<file path="config.mk">
export PLATFORM = sky130hd
export DESIGN_NAME = pq_arbiter
export DESIGN_NICKNAME = d
export VERILOG_FILES = /design/src/rtl/pq_arbiter.sv
export SDC_FILE = /design/constraint.sdc
export NUM_CORES = 1
export LEC_CHECK = 0
export BUFFER_PORTS_ARGS = -buffer_cell sky130_fd_sc_hd__clkbuf_2
export CELL_PAD_IN_SITES_DETAIL_PLACEMENT = 2
export CELL_PAD_IN_SITES_GLOBAL_PLACEMENT = 2
export CORE_ASPECT_RATIO = 0.75
export CORE_UTILIZATION = 25
export CTS_BUF_LIST = sky130_fd_sc_hd__clkbuf_16
export DETAILED_ROUTE_END_ITERATION = 12
export GPL_TIMING_DRIVEN = 0
export PLACE_DENSITY_LB_ADDON = 0.1
export SLEW_MARGIN = 10
export SYNTH_ARGS = -nofsm -noshare
export SYNTH_HDL_FRONTEND = slang
export SYNTH_SLANG_ARGS = --single-unit
</file>
<file path="constraint.sdc">
create_clock -name CLK -period 3.6 [get_ports CLK]
set_clock_uncertainty 0.15 [all_clocks]
set_input_delay 0.18 -clock CLK [delete_from_list [all_inputs] [get_ports CLK]]
set_output_delay 0.18 -clock CLK [all_outputs]
set_load 0.02 [all_outputs]
</file>
<file path="src/rtl/pq_arbiter.sv">
// Round-robin front end that lets NUM_REQ clients share one max-priority queue; grant+strobe one cycle after request, response one cycle later.
// Backpressure: a requester holds i_req/i_op/i_data until its o_gnt pulse; the arbiter serves one op per 3+OP_GAP cycles.
module pq_arbiter #(
  parameter int NUM_REQ    = 4,
  parameter int DATA_WIDTH = 16,
  parameter int OP_GAP     = 1
) (
  input  logic                          CLK,
  input  logic                          RST,
  input  logic [NUM_REQ-1:0]            i_req,
  input  logic [2*NUM_REQ-1:0]          i_op,
  input  logic [DATA_WIDTH*NUM_REQ-1:0] i_data,
  output logic [NUM_REQ-1:0]            o_gnt,
  output logic [NUM_REQ-1:0]            o_rsp_valid,
  output logic [DATA_WIDTH-1:0]         o_rsp_data,
  output logic                          o_rsp_err,
  output logic                          o_busy,
  output logic                          o_q_wrt,
  output logic                          o_q_read,
  output logic [DATA_WIDTH-1:0]         o_q_data,
  input  logic                          i_q_full,
  input  logic                          i_q_empty,
  input  logic [DATA_WIDTH-1:0]         i_q_data
);

  localparam int IDX_W = (NUM_REQ > 1) ? $clog2(NUM_REQ) : 1;

  localparam logic [1:0] OP_ENQ = 2'b00;
  localparam logic [1:0] OP_DEQ = 2'b01;
  localparam logic [1:0] OP_REP = 2'b10;

  typedef enum logic [1:0] {IDLE, ISSUE, RESP, WAIT} state_t;

  state_t                  state_q, state_d;
  logic [IDX_W-1:0]        rr_ptr_q, rr_ptr_d;
  logic [IDX_W-1:0]        win_q, win_d;
  logic [1:0]              op_q, op_d;
  logic                    err_q, err_d;
  logic [3:0]              gap_q, gap_d;
  logic [NUM_REQ-1:0]      gnt_q, gnt_d;
  logic [NUM_REQ-1:0]      rsp_valid_q, rsp_valid_d;
  logic [DATA_WIDTH-1:0]   rsp_data_q, rsp_data_d;
  logic                    rsp_err_q, rsp_err_d;
  logic                    busy_q, busy_d;
  logic                    q_wrt_q, q_wrt_d;
  logic                    q_read_q, q_read_d;
  logic [DATA_WIDTH-1:0]   q_data_q, q_data_d;

  logic                    found_hi, found_lo;
  logic [IDX_W-1:0]        pick_hi, pick_lo, pick;
  logic [1:0]              pick_op_hi, pick_op_lo, pick_op;
  logic [DATA_WIDTH-1:0]   pick_dat_hi, pick_dat_lo, pick_dat;
  logic                    pick_legal;

  // Two-pass search: indices above rr_ptr first, then wrap to the low side; lowest index in each pass wins.
  always_comb begin
    found_hi    = 1'b0;
    found_lo    = 1'b0;
    pick_hi     = '0;
    pick_lo     = '0;
    pick_op_hi  = '0;
    pick_op_lo  = '0;
    pick_dat_hi = '0;
    pick_dat_lo = '0;
    for (int k = NUM_REQ - 1; k >= 0; k--) begin
      if (i_req[k]) begin
        if (k > int'(rr_ptr_q)) begin
          found_hi    = 1'b1;
          pick_hi     = IDX_W'(k);
          pick_op_hi  = i_op[2*k +: 2];
          pick_dat_hi = i_data[DATA_WIDTH*k +: DATA_WIDTH];
        end else begin
          found_lo    = 1'b1;
          pick_lo     = IDX_W'(k);
          pick_op_lo  = i_op[2*k +: 2];
          pick_dat_lo = i_data[DATA_WIDTH*k +: DATA_WIDTH];
        end
      end
    end
    pick     = found_hi ? pick_hi     : pick_lo;
    pick_op  = found_hi ? pick_op_hi  : pick_op_lo;
    pick_dat = found_hi ? pick_dat_hi : pick_dat_lo;

    case (pick_op)
      OP_ENQ:         pick_legal = !i_q_full;
      OP_DEQ, OP_REP: pick_legal = !i_q_empty;
      default:        pick_legal = 1'b0;
    endcase
  end

  always_comb begin
    state_d     = state_q;
    rr_ptr_d    = rr_ptr_q;
    win_d       = win_q;
    op_d        = op_q;
    err_d       = err_q;
    gap_d       = gap_q;
    gnt_d       = '0;
    rsp_valid_d = '0;
    rsp_data_d  = '0;
    rsp_err_d   = 1'b0;
    q_wrt_d     = 1'b0;
    q_read_d    = 1'b0;
    q_data_d    = '0;

    case (state_q)
      IDLE: begin
        if (|i_req) begin
          win_d    = pick;
          op_d     = pick_op;
          err_d    = !pick_legal;
          gnt_d    = NUM_REQ'(1) << pick;
          q_wrt_d  = pick_legal && (pick_op == OP_ENQ || pick_op == OP_REP);
          q_read_d = pick_legal && (pick_op == OP_DEQ || pick_op == OP_REP);
          q_data_d = pick_legal ? pick_dat : '0;
          state_d  = ISSUE;
        end
      end
      ISSUE: begin
        // The queue still shows the pre-op root this cycle, so it is the value being removed.
        rr_ptr_d    = win_q;
        rsp_valid_d = NUM_REQ'(1) << win_q;
        rsp_err_d   = err_q;
        rsp_data_d  = (!err_q && op_q != OP_ENQ) ? i_q_data : '0;
        state_d     = RESP;
      end
      RESP: begin
        if (OP_GAP > 0) begin
          gap_d   = 4'(OP_GAP - 1);
          state_d = WAIT;
        end else begin
          state_d = IDLE;
        end
      end
      WAIT: begin
        if (gap_q == '0) state_d = IDLE;
        else             gap_d   = gap_q - 4'd1;
      end
      default: state_d = IDLE;
    endcase

    busy_d = (state_d != IDLE);
  end

  always_ff @(posedge CLK) begin
    if (RST) begin
      state_q     <= IDLE;
      rr_ptr_q    <= IDX_W'(NUM_REQ - 1);
      win_q       <= '0;
      op_q        <= '0;
      err_q       <= 1'b0;
      gap_q       <= '0;
      gnt_q       <= '0;
      rsp_valid_q <= '0;
      rsp_data_q  <= '0;
      rsp_err_q   <= 1'b0;
      busy_q      <= 1'b0;
      q_wrt_q     <= 1'b0;
      q_read_q    <= 1'b0;
      q_data_q    <= '0;
    end else begin
      state_q     <= state_d;
      rr_ptr_q    <= rr_ptr_d;
      win_q       <= win_d;
      op_q        <= op_d;
      err_q       <= err_d;
      gap_q       <= gap_d;
      gnt_q       <= gnt_d;
      rsp_valid_q <= rsp_valid_d;
      rsp_data_q  <= rsp_data_d;
      rsp_err_q   <= rsp_err_d;
      busy_q      <= busy_d;
      q_wrt_q     <= q_wrt_d;
      q_read_q    <= q_read_d;
      q_data_q    <= q_data_d;
    end
  end

  assign o_gnt       = gnt_q;
  assign o_rsp_valid = rsp_valid_q;
  assign o_rsp_data  = rsp_data_q;
  assign o_rsp_err   = rsp_err_q;
  assign o_busy      = busy_q;
  assign o_q_wrt     = q_wrt_q;
  assign o_q_read    = q_read_q;
  assign o_q_data    = q_data_q;

endmodule

</file>
== Yosys cells after proc, flatten, opt, wreduce, memory -nomap -nowiden ==
Cells that the tools add are included.
Word-level totals
  register bits: 57
  input port bits: 96
  output and inout bits: 44
  word-level logic and storage cells: 108
Operators by class
  add/subtract/negate cells: 1
  order comparisons: 3
  equal/unequal tests: 6
  shift operators: 2
  multiplexer cells: 54
  bitwise operators: 5
  reduce and logical (&&, ||, !) cells: 23
Operators with widths (count)
  16-bit two-way mux: 14
  2-bit two-way mux: 30
  2-bit one-hot mux with 4 select lines: 1
  4-bit one-hot mux with 2 select lines: 1
  4-bit OR reduction: 2
  1-bit by 2-bit << shifter with 4-bit output (first input constant): 2
  2-bit == test (second input constant): 3
  1-bit two-way mux: 6
  2-bit nonzero test: 3
  3-bit OR reduction: 2
  1-bit inverter: 5
  2-bit by 1-bit == test with 1-bit output (second input constant): 2
  2-bit > comparator (first input constant): 2
  1-bit logical NOT: 4
  2-bit logical NOT: 2
  4-bit logical NOT: 1
  4-bit two-way mux: 1
  2-bit AND reduction: 2
  2-bit OR reduction: 2
  4-bit by 1-bit subtractor with 4-bit output (second input constant): 1
  1-bit logical AND: 3
  1-bit by 2-bit > comparator with 1-bit output (first input constant): 1
  1-bit logical OR: 2
  2-bit != test (second input constant): 1
  1-bit one-hot mux with 2 select lines: 1

== Logic depth before layout (Yosys ltp) ==
Gate-level depths: netlist of the first run.
  depth after elaboration: 14
  mapped depth: 13
  mapped depth without buffers: 10

== Worst setup path after synthesis of the first run ==
No wires, ideal clock.
  path kind: register to register
  start point: reg rr_ptr_q[1]
  end point: reg q_data_q[10] (netlist: o_q_data[10])
  setup time: 0.065 ns
  arrival: 2.540 ns
  required time: 3.385 ns
  path slack: 0.845 ns
  stages on the path, launching flop included: 13
  buffers on the path: 2
  clock period less this slack: 2.755 ns
  cell sequence: dfxtp_1 > buf_6 > nand2_4 > or3_1 > a221o_1 > and3_4 > or2_2 > ha_1 > nand2b_1 > a21oi_1 > nand2_1 > buf_2 > nor2_1
On the way
  cells in the longest elaborated chain, start to end: 14
  elaborated cells on any way between the ends: 44
  those cells by class: order compare: 3; eq/ne: 2; mux: 35; bitwise: 1; reduce/logical: 3
RTL lines
  from (decl): RTL line 35  | logic [IDX_W-1:0] rr_ptr_q, rr_ptr_d;
  from (signal assigned): RTL line 148  | rr_ptr_q <= IDX_W'(NUM_REQ - 1);
  from (signal assigned): RTL line 163  | rr_ptr_q <= rr_ptr_d;
  2-bit > comparator: RTL line 67  | if (k > int'(rr_ptr_q)) begin
  2-bit two-way mux: RTL line 67
  2-bit two-way mux: RTL line 66  | if (i_req[k]) begin
  2-bit two-way mux: RTL line 67
  2-bit two-way mux: RTL line 66
  2-bit two-way mux: RTL line 67
  2-bit two-way mux (2 in series): RTL line 66
  2-bit two-way mux: RTL line 81  | pick_op = found_hi ? pick_op_hi : pick_op_lo;
  2-bit == test or 2-bit by 1-bit == test with 1-bit output (tied branches): RTL line 84  | case (pick_op)
  2-bit OR reduction: RTL line 84
  1-bit one-hot mux with 2 select lines: RTL line 84
  1-bit inverter (no source line)
  4-bit OR reduction (no source line)
  to (signal assigned): RTL line 175  | q_data_q <= q_data_d;
  to (decl): RTL line 47  | logic [DATA_WIDTH-1:0] q_data_q, q_data_d;
Parallel ways exist; a longest one is shown, timed or not.
A chain may end at the register's enable or synchronous reset.

== Worst setup path in the final report of the first run ==
  start point: reg rr_ptr_q[1]
  end point: reg q_data_q[9] (netlist: o_q_data[9])
Same word-level chain as after synthesis.

==> results of run 1 <==
Yosys cell counts (2+ instances only):
| master | count |
|---|---|
| a211o_1 | 2 |
| nand3b_1 | 2 |
| and3_1 | 3 |
| o21ai_0 | 39 |
| a32oi_1 | 17 |
| nor3b_1 | 4 |
| dfxtp_1 | 57 |
| buf_1 | 3 |
| a211oi_1 | 5 |
| clkbuf_1 | 20 |
| inv_1 | 9 |
| a221o_1 | 18 |
| a21oi_1 | 15 |
| and2_1 | 17 |
| nand3_1 | 18 |
| ha_1 | 3 |
| nor4_1 | 2 |
| buf_2 | 9 |
| nor2_1 | 38 |
| a31oi_1 | 19 |
| nand2b_1 | 22 |
| nand2_1 | 47 |
logic make-up after synthesis:
kind of cell | count (synthesis) | synth area share (%)
adders and majority gates | 3 | 1.246
DFF | 57 | 37.87
and+or+nand+nor | 164 | 27.28
muxes | 1 | 0.3322
AOI/OAI and AO/OA | 120 | 27.41
buffers and inverters | 42 | 5.855
per-stage QoR:
stage | setup WS (ns) | util [%] | cell area (um2)
finish | 0.3156 | 37.74 | 4399
floorplan | 0.8449 | - | 3013
global route | 0.03351 | 37.74 | 4399
global placement | 0.3167 | 33.56 | 3911
CTS | 0.2701 | 37.74 | 4399
detailed placement | 0.2943 | 33.56 | 3911
metal layers:
layer | vias up | part of all wire [%]
met2 | 114 | 43
met4 | 0 | 0.45
met1 | 1750 | 50
met3 | 6 | 6.3
met5 | - | 0
li1 | 1731 | -
power by group through the flow:
stage	Sequential [uW]	Combinational, uW	Clock (uW)
floorplan	755	282	0
global placement	719	527	0
detailed placement	722	540	0
CTS	710	558	948
global route	717	617	973
finish	710	559	925
area by class of cell:
| cell class | count | area [um2] |
|---|---|---|
| well taps | 162 | 202.7 |
| fillers | 1370 | 7257 |
| multi-input cells | 288 | 1695 |
| repair buffers | 155 | 855.8 |
| clock inverters | 7 | 102.6 |
| inverters | 9 | 33.78 |
| clock buffers | 9 | 225.2 |
| flip-flops and latches | 57 | 1141 |
| plain buffers | 33 | 142.6 |
path summary, 6_finish.rpt:
kind / cells past startpoint / startpoint / endpoint
worst max-delay path: 12 / rr_ptr_q[1] / o_q_data[9]
worst min-delay path: 4 / i_data[6] / o_q_data[6]
worst max register to register: 12 / rr_ptr_q[1] / o_q_data[9]
worst min register to register: 1 / err_q / o_rsp_err
critical path, cell delays in order, from the launching register on:
cell	delay, ns
dfxtp_1	0.36
buf_6	0.17
mux2i_1	0.60
nand2_1	0.18
o221a_2	0.29
a21oi_1	0.27
or2_2	0.17
ha_1	0.13
nand2b_1	0.06
a21oi_1	0.24
nand2_1	0.22
buf_2	0.25
nor2_1	0.14
state kept, by name, indices dropped and copies added (netlist names):
name and cells:
state_q 2, win_q 2, gap_q 4, o_q_wrt 1, o_rsp_valid 4, o_rsp_data 16, o_gnt 4, o_rsp_err 1
err_q 1, o_busy 1, op_q 2, rr_ptr_q 2, o_q_read 1, o_q_data 16
placed cells by master, fill, tap and decap left out, types with 4 or more instances in the layout:
| cell | count |
|---|---|
| clkbuf_2 | 139 |
| dfxtp_1 | 57 |
| nand2_1 | 47 |
| o21ai_0 | 39 |
| nor2_1 | 38 |
| nand2b_1 | 22 |
| clkbuf_1 | 20 |
| a31oi_1 | 19 |
| a221o_1 | 18 |
| nand3_1 | 18 |
| a32oi_1 | 17 |
| and2_1 | 17 |
| dlygate4sd3_1 | 16 |
| a21oi_1 | 15 |
| inv_1 | 9 |
| buf_2 | 9 |
| clkbuf_16 | 9 |
| a211oi_1 | 5 |
| nor3b_1 | 4 |
==> qor.yml, run 1 <==
run_status:
  status: "finished clean"
grt:
  grt_use_met1_pct: 33.47
  grtUsageMet3_pct: 4.350
  grt_pass1_vias: 3842
  grt_pass1_wl_um: 21580
  grt_max_degree: 13
  antenna_found_initial: 0
  grt_use_total_pct: 22.91
  globalRouteOverflowTotal: 0
  busiest_layer: "met2"
  met2_usage_pct: 35.05
placement:
  dp_cells: 688
  dp_hpwl_um: 10590
  port_buffers: 139
  gp_congestion: 0.8371
cells_and_area:
  nets: 652
  instances_no_fill: 720
  area_growth_syn_to_layout_pct: 46.01
  drive_gt1_share_pct: 30.82
  n_antenna_cell: 0
cts:
  cts_buffers: 9
  ctsRootBufferMaster: "clkbuf_16"
  holdBufCountCts: 16
  cts_tree: "done"
  cts.clk_slew.worst_paths_ns: 0.05
  cts.path.max_buffers: 2
  ctsHtreeMaxLevel: 3
  ctsResizeCount: 0
  postCtsSetupRepairBufs: 0
  cts.sink_count: 57
  worstSkewPairLatency_ns: 0.32
sta:
  fin_setup_tns_ns: 0
  fmax_mhz: 304.5
  fin_crit_sh_pct: 91.23
  hold_viol_final: 0
  worst_pin_slew_ns: 0.9625
  rsz0062_at_grt: "false"
  drv_slew: 0
  whs_ns: 0.05880
  finalSetupViolCount: 0
  slew_headroom_pct: 35.45
  min_period_ns: 3.284
synth:
  syn_area_um2: 3013
  ys_seq_area_share_pct: 37.87
  synthArstFlopShare_pct: 0
  synthCells: 387
  synthesis.nets: 486
  ys_types: 40
  syn_avg_cell_area_um2: 7.785
  synthFlopType: "dfxtp_1"
  synth_edf_count: 0
  synth_seq_cells: 57
  synth_top_area_share_pct: 37.87
  yosysTopAreaCell: "dfxtp_1"
  yosysWarnings: 0
  synthTopCellsByArea: "dfxtp_1 (38%), o21ai_0 (6.5%), a221o_1 (6.0%)"
floorplan:
  die_h_um: 97.07
  core_um2: 11660
  start_util_pct: 25.85
  num_io_pins: 140
  floorplan.rows: 34
  die_x_um: 128.8
  die_area_um2: 12500
setup_path:
  cp_max_fo: 10
  end_kind: "flip-flop"
  critical_path.startpoint_type: "flip-flop"
  required_ns: 3.70
  cp_data_arrival_time_ns: 3.38
  reg2reg_slack_ns: 0.32
  crit_type: "flip-flop to flip-flop"
detailed_routing:
  routed_wl_um: 13900
  vias_per_cell: 5.001
  ant_nets: 0
  wl_per_cell_um: 19.31
  vias: 3601
  first_iter_violations: 150
  dr.pass1.iters: 4
  drc_errors: 0
pwr:
  switching_power_uw: 697.7
  power_density_nw_per_um2: 498.8
  p_int_uw: 1496
  max-vdd-ir-drop_v: 0.0002379
  power_uw: 2194
  seq_power_share_pct: 32.4
  p_comb_share_pct: 25.5
  p_leak_uw: 0.001958
  netSwitchingFraction_pct: 31.80
  pwr-share-clk_pct: 42.1
worst_hold_path:
  hp-class: "primary input to flip-flop"
job:
  drv_cap: 0
Power figures use the tool's default switching activity.
==> run 2: changes to the inputs <==
- ABC_AREA: unset -> 1
- clock period: 3.6 -> 3.91 ns (I/O delays scaled with it)
==> run 2 against run 1 <==
Against the previous run: clock-buffer cell count unchanged; synthesized area up 4.2%; final cell count up 19%; power about the same; critical path type unchanged; critical endpoint is now o_q_wrt.
==> qor.yml, run 2 <==
run_status:
  status: "finished clean"
detailed_routing:
  routed_wl_um: 14460
  wl_per_cell_um: 16.87
  ant_nets: 0
  vias_per_cell: 4.589
  vias: 3933
  dr.pass1.iters: 4
  drc_errors: 0
  first_iter_violations: 108
synth:
  ys_seq_area_share_pct: 36.35
  synthFlopType: "dfxtp_1"
  synthesis.nets: 617
  synth.most_common_cell: "nand2_1"
  syn_avg_cell_area_um2: 6.060
  syn_area_um2: 3139
  yosys.area_share.simple_pct: 36.43
  synth_seq_cells: 57
  synthArstFlopShare_pct: 0
  synthCells: 518
  synthMuxAreaShare_pct: 0
  synth_top_family_by_area: "simple AND/OR/NAND/NOR gates"
  yosysTopAreaCell: "dfxtp_1"
  synth.top_cells.by_count: "nand2_1 (173), inv_1 (79), nor2_1 (69)"
  synthTopCellsByArea: "dfxtp_1 (36%), nand2_1 (21%), inv_1 (9.4%)"
  synth_edf_count: 0
  synth_compound_area_share_pct: 12.67
  ys_types: 26
  synth_top_area_share_pct: 36.35
  synth_fa_ha_area_share_pct: 1.196
  synthXorXnorAreaFrac_pct: 0
  yosysWarnings: 0
setup_path:
  path_delay_family: "simple AND/OR/NAND/NOR gates"
  crit_slowest_cell: "dfxtp_1"
  critical_path.startpoint_type: "flip-flop"
  reg2reg_depth: 14
  end_kind: "flip-flop"
  timing.rr.end: "o_q_wrt"
  cp_data_arrival_time_ns: 3.16
  crit_type: "flip-flop to flip-flop"
  crit_chain: "nor2_4 -> nand2_2 -> nand3_1 -> buf_2 -> nor2_1 -> nand2_1 -> nand2_1 -> inv_1 -> ha_1 -> inv_1 -> o22ai_1 -> nand3_2 -> buf_6 -> nor2_1"
  worst-path-buf-inv: 4
  reg2reg_slack_ns: 0.86
  required_ns: 4.02
  max_stage_delay_ns: 0.45
  cp_max_fo: 10
  crit_path_end: "o_q_wrt"
  cp-startpoint: "rr_ptr_q[1]"
  r2r-start: "rr_ptr_q[1]"
  path_depth: 14
cts:
  ctsHtreeMaxLevel: 3
  cts.clk_slew.worst_paths_ns: 0.06
  cts_tree: "done"
  postCtsSetupRepairBufs: 0
  cts.sink_count: 57
  ctsRootBufferMaster: "clkbuf_16"
  worstSkewPairLatency_ns: 0.34
  ctsResizeCount: 0
  cts_buffers: 9
  cts.path.max_buffers: 2
sta:
  fin_crit_sh_pct: 78.11
  slew_headroom_pct: 56.17
  fin_setup_tns_ns: 0
  fmax_mhz: 327.4
  rsz0062_at_grt: "false"
  drv_slew: 0
  setup_slack_ns: 0.8560
  worst_pin_slew_ns: 0.6574
  whs_ns: 0.05430
  min_period_ns: 3.054
  finalSetupViolCount: 0
  hold_viol_final: 0
grt:
  grt_max_degree: 13
  grt_pass1_vias: 4425
  globalRouteOverflowTotal: 0
  grt_pass1_wl_um: 23380
  antenna_found_initial: 2
  grt_use_total_pct: 23.52
cells_and_area:
  fin_area_um2: 4536
  area_growth_syn_to_layout_pct: 44.48
  mostFrequentLayoutCell: "nand2_1"
  instances_no_fill: 857
  nets: 783
  drive_gt1_share_pct: 26.27
  layout_common_cells: "nand2_1 (173), clkbuf_2 (139), inv_1 (79)"
pwr:
  p_leak_uw: 0.002547
  max-vdd-ir-drop_v: 0.0002581
  power_density_nw_per_um2: 483.9
job:
  drv_cap: 0
floorplan:
  start_util_pct: 25.60
  die_h_um: 99.05
  num_io_pins: 140
  floorplan.rows: 35
  core_um2: 12260
  die_area_um2: 13010
  die_x_um: 131.4
placement:
  dp_hpwl_um: 10230
  gp_congestion: 0.8574
  dp_slack_ns: 0.9898
  place_area_um2: 4043
  dp_cells: 823
  port_buffers: 139
worst_hold_path:
  hp-class: "primary input to flip-flop"
## run 2: changes by cell type in the layout (fill, tap and decap cells not counted), sizes merged, moves of 17 or more
| cell | previous run | this run |
|---|---|---|
| a221o | 18 | 0 |
| nand2b | 22 | 0 |
| and2 | 17 | 0 |
| nor2 | 38 | 73 |
| a31oi | 19 | 2 |
| nor3 | 1 | 19 |
| inv | 10 | 83 |
| a32oi | 17 | 0 |
| o22ai | 0 | 18 |
| nand2 | 48 | 176 |
## run 2: power breakdown
group	internal, uW	leakage, uW	total [uW]	switching, uW
Clock	563	0.000156	880	317
Sequential	642	0.000463	672	30.9
Combinational	208	0.00193	643	434
## run 2: cell type report
cell class	count	area [um2]
Buffer	20	107.6
Tap cell	166	207.7
Clock inverter	7	102.6
Timing Repair Buffer	155	855.8
Fill cell	1511	7726
Multi-Input combinational cell	358	1579
Antenna cell	2	5.005
Sequential cell	57	1141
Inverter	83	311.5
Clock buffer	9	225.2
## run 2: cell families (layout without fill, tap and decap cells)
| logic type | count (synthesis) | after routing |
|---|---|---|
| compound gates | 73 | 73 |
| fa+ha+maj | 3 | 3 |
| buf+inv | 103 | 274 |
| flops | 57 | 57 |
| other cells | 0 | 2 |
| simple gates | 282 | 282 |
## run 2: what timing repair did
item	CTS	global route
endpoints found under the setup margin	0	0
hold buffers	16	0
endpoints found under the hold margin	16	0
## run 2: per-stage QoR
step                total power [uW]  utilization, %
floorplan                       1064               -
global placement                1282           32.97
detailed placement              1306           32.97
CTS                             2220           36.95
global route                    2325           36.99
finish                          2195           36.99
## run 2: how the worst min path moves through the flow
stage / startpoint / to / cells after the start
finish: i_data[22] / o_q_data[6] / 3
global route: i_data[19] / o_q_data[3] / 3
CTS: i_data[19] / o_q_data[3] / 3
detailed placement: i_q_data[6] / o_rsp_data[6] / 3
global placement: i_q_data[5] / o_rsp_data[5] / 3
floorplan: i_q_data[0] / o_rsp_data[0] / 2
## run 2: worst reg2reg max path, delay by kind of cell (launching register included)
family,cells,cell delay [ns]
compound gates,1,0.25
buf+inv,4,0.63
simple gates,8,1.21
flops,1,0.45
fa+ha+maj,1,0.28
## run 2: per-layer routing
metal	track usage (%)	vias up	routed length, um
li1	-	1928	-
met4	5.725	0	114
met3	5.607	12	681
met5	0	-	0
met2	43.17	105	7171
met1	27.61	1888	6491
==> run 3: changes to the inputs <==
- ABC_AREA: 1 -> 0
- clock period: 3.91 -> 3.2 ns (I/O delays scaled with it)
==> run 3 against run 2 <==
Against the previous run: final cell count down 16%; flip-flop and latch count unchanged; clock-buffer cell count unchanged; register-to-register slack worse by 0.68 ns; global-route usage down 0.90 points; combinational power down 0.6%; setup slack worse by 0.68 ns; wire length down 5.1%; largest power group unchanged; highest routed layer unchanged.
==> qor.yml, run 3 (synthesized netlist as in run 1, its figures left out) <==
cells_and_area:
  final_core_util_pct: 37.98
  area_growth_syn_to_layout_pct: 46.93
  mostFrequentLayoutCell: "clkbuf_2"
  nets: 653
  layout_common_cells: "clkbuf_2 (139), dfxtp_1 (57), nand2_1 (46)"
  drive_gt1_share_pct: 31.66
  n_antenna_cell: 0
sta:
  fmax_mhz: 331.0
  finalSetupViolCount: 0
  hold_viol_final: 0
  worst_pin_slew_ns: 1.013
  fin_setup_tns_ns: 0
  fin_crit_sh_pct: 94.42
  setup_slack_ns: 0.1786
  min_period_ns: 3.021
  rsz0062_at_grt: "false"
  drv_slew: 0
  whs_ns: 0.04130
  slew_headroom_pct: 32.06
detailed_routing:
  wl_per_cell_um: 19.03
  drc_errors: 0
  ant_nets: 0
  routed_wl_um: 13720
  vias: 3584
  vias_per_cell: 4.971
  first_iter_violations: 136
  dr.pass1.iters: 4
setup_path:
  crit_type: "flip-flop to flip-flop"
  end_kind: "flip-flop"
  reg2reg_slack_ns: 0.18
  crit_slowest_cell: "or3_1"
  timing.rr.end: "o_q_data[9]"
  reg2reg_depth: 12
  cp_max_fo: 10
  cp_data_arrival_time_ns: 3.12
  crit_chain: "buf_6 -> nand2_4 -> or3_1 -> a221o_1 -> and3_4 -> or2_2 -> ha_1 -> nand2b_1 -> a21oi_2 -> nand2_2 -> buf_4 -> nor2_1"
  path_delay_family: "simple AND/OR/NAND/NOR gates"
  worst-path-buf-inv: 2
  critical_path.startpoint_type: "flip-flop"
  required_ns: 3.30
  max_stage_delay_ns: 0.38
  r2r-start: "rr_ptr_q[1]"
placement:
  port_buffers: 139
  dp_hpwl_um: 10590
  dp_slack_ns: -0.1057
  gp_congestion: 0.8371
worst_hold_path:
  hp-class: "primary input to flip-flop"
  holdPathEnd: "o_q_data[6]"
  holdCritStartpoint: "i_data[6]"
  holdPathStages: 4
floorplan:
  num_io_pins: 140
  die_area_um2: 12500
  core_um2: 11660
  floorplan.rows: 34
  start_util_pct: 25.85
  die_h_um: 97.07
  die_x_um: 128.8
cts:
  ctsHtreeMaxLevel: 3
  cts.path.max_buffers: 2
  ctsRootBufferMaster: "clkbuf_16"
  cts.sink_count: 57
  cts_tree: "done"
  worstSkewPairLatency_ns: 0.32
  cts.clk_slew.worst_paths_ns: 0.05
  cts_buffers: 9
grt:
  antenna_found_initial: 0
  grt_max_degree: 13
  grt_use_total_pct: 22.63
  globalRouteOverflowTotal: 0
  grt_pass1_vias: 3792
  grt_pass1_wl_um: 21370
pwr:
  max-vdd-ir-drop_v: 0.0002626
  power_density_nw_per_um2: 559.0
  p_leak_uw: 0.001963
job:
  drv_cap: 0
run_status:
  status: "finished clean"
[run 3: cell count changes in the layout (fill, tap and decap cells not counted), moves of 18 or more]
| cell | delta |
|---|---|
| nand2b_1 | +22 |
| nor2_1 | -31 |
| a221o_1 | +18 |
| nand2_1 | -127 |
| o21ai_0 | +24 |
| o22ai_1 | -18 |
| nor3_1 | -18 |
| inv_1 | -70 |
[run 3: report_power, final]
group	internal (uW)	switching (uW)
clock	687	350
sequential	766	32.6
combinational	238	402
total	1690	784
[run 3: layout make-up]
cell class,count,area (um2)
plain buffers,33,147.6
clock inverters,7,102.6
inverters,9,33.78
flip-flops and latches,57,1141
clock buffers,9,225.2
repair buffers,156,863.3
fillers,1370,7229
multi-input cells,288,1710
well taps,162,202.7
[run 3: how the worst max path moves through the flow]
stage / from / end / slack [ns] / cells after the start
2_1_floorplan: rr_ptr_q[1] / o_q_data[10] / 0.44 / 12
3_3_place_gp: rr_ptr_q[1] / o_q_data[9] / -0.08 / 12
3_5_place_dp: rr_ptr_q[1] / o_q_data[14] / -0.11 / 12
4_1_cts: rr_ptr_q[1] / o_q_data[14] / 0.04 / 12
5_1_grt: rr_ptr_q[1] / o_q_data[10] / 0.04 / 12
6_report: rr_ptr_q[1] / o_q_data[9] / 0.18 / 12
[run 3: worst register-to-register path, stage by stage (launching register included)]
cell,delay (ns)
dfxtp_1,0.37
buf_6,0.17
nand2_4,0.06
or3_1,0.38
a221o_1,0.36
and3_4,0.17
or2_2,0.29
ha_1,0.29
nand2b_1,0.08
a21oi_2,0.20
nand2_2,0.10
buf_4,0.20
nor2_1,0.13
[run 3: through the flow]
step	std cells	instance area [um2]	power (uW)
floorplan	387	3013	1166
global route	721	4427	2604
finish	721	4427	2475
detailed placement	688	3911	1420
global placement	688	3911	1401
CTS	720	4405	2497
[run 3: what timing repair did]
| item | 4_1_cts | 5_1_grt |
|---|---|---|
| endpoints found under the hold margin | 16 | 0 |
| gates resized for setup | 2 | 5 |
| buffers inserted | 0 | 1 |
| endpoints found under the setup margin | 10 | 10 |
| hold buffers | 16 | 0 |
[run 3: layer usage]
metal / global-route usage [%] / vias up / wire, um
met5: 0 / - / 0
met4: 3.801 / 0 / 46
met3: 4.130 / 7 / 744
met2: 34.22 / 103 / 5870
met1: 33.47 / 1742 / 7064
li1: - / 1732 / -
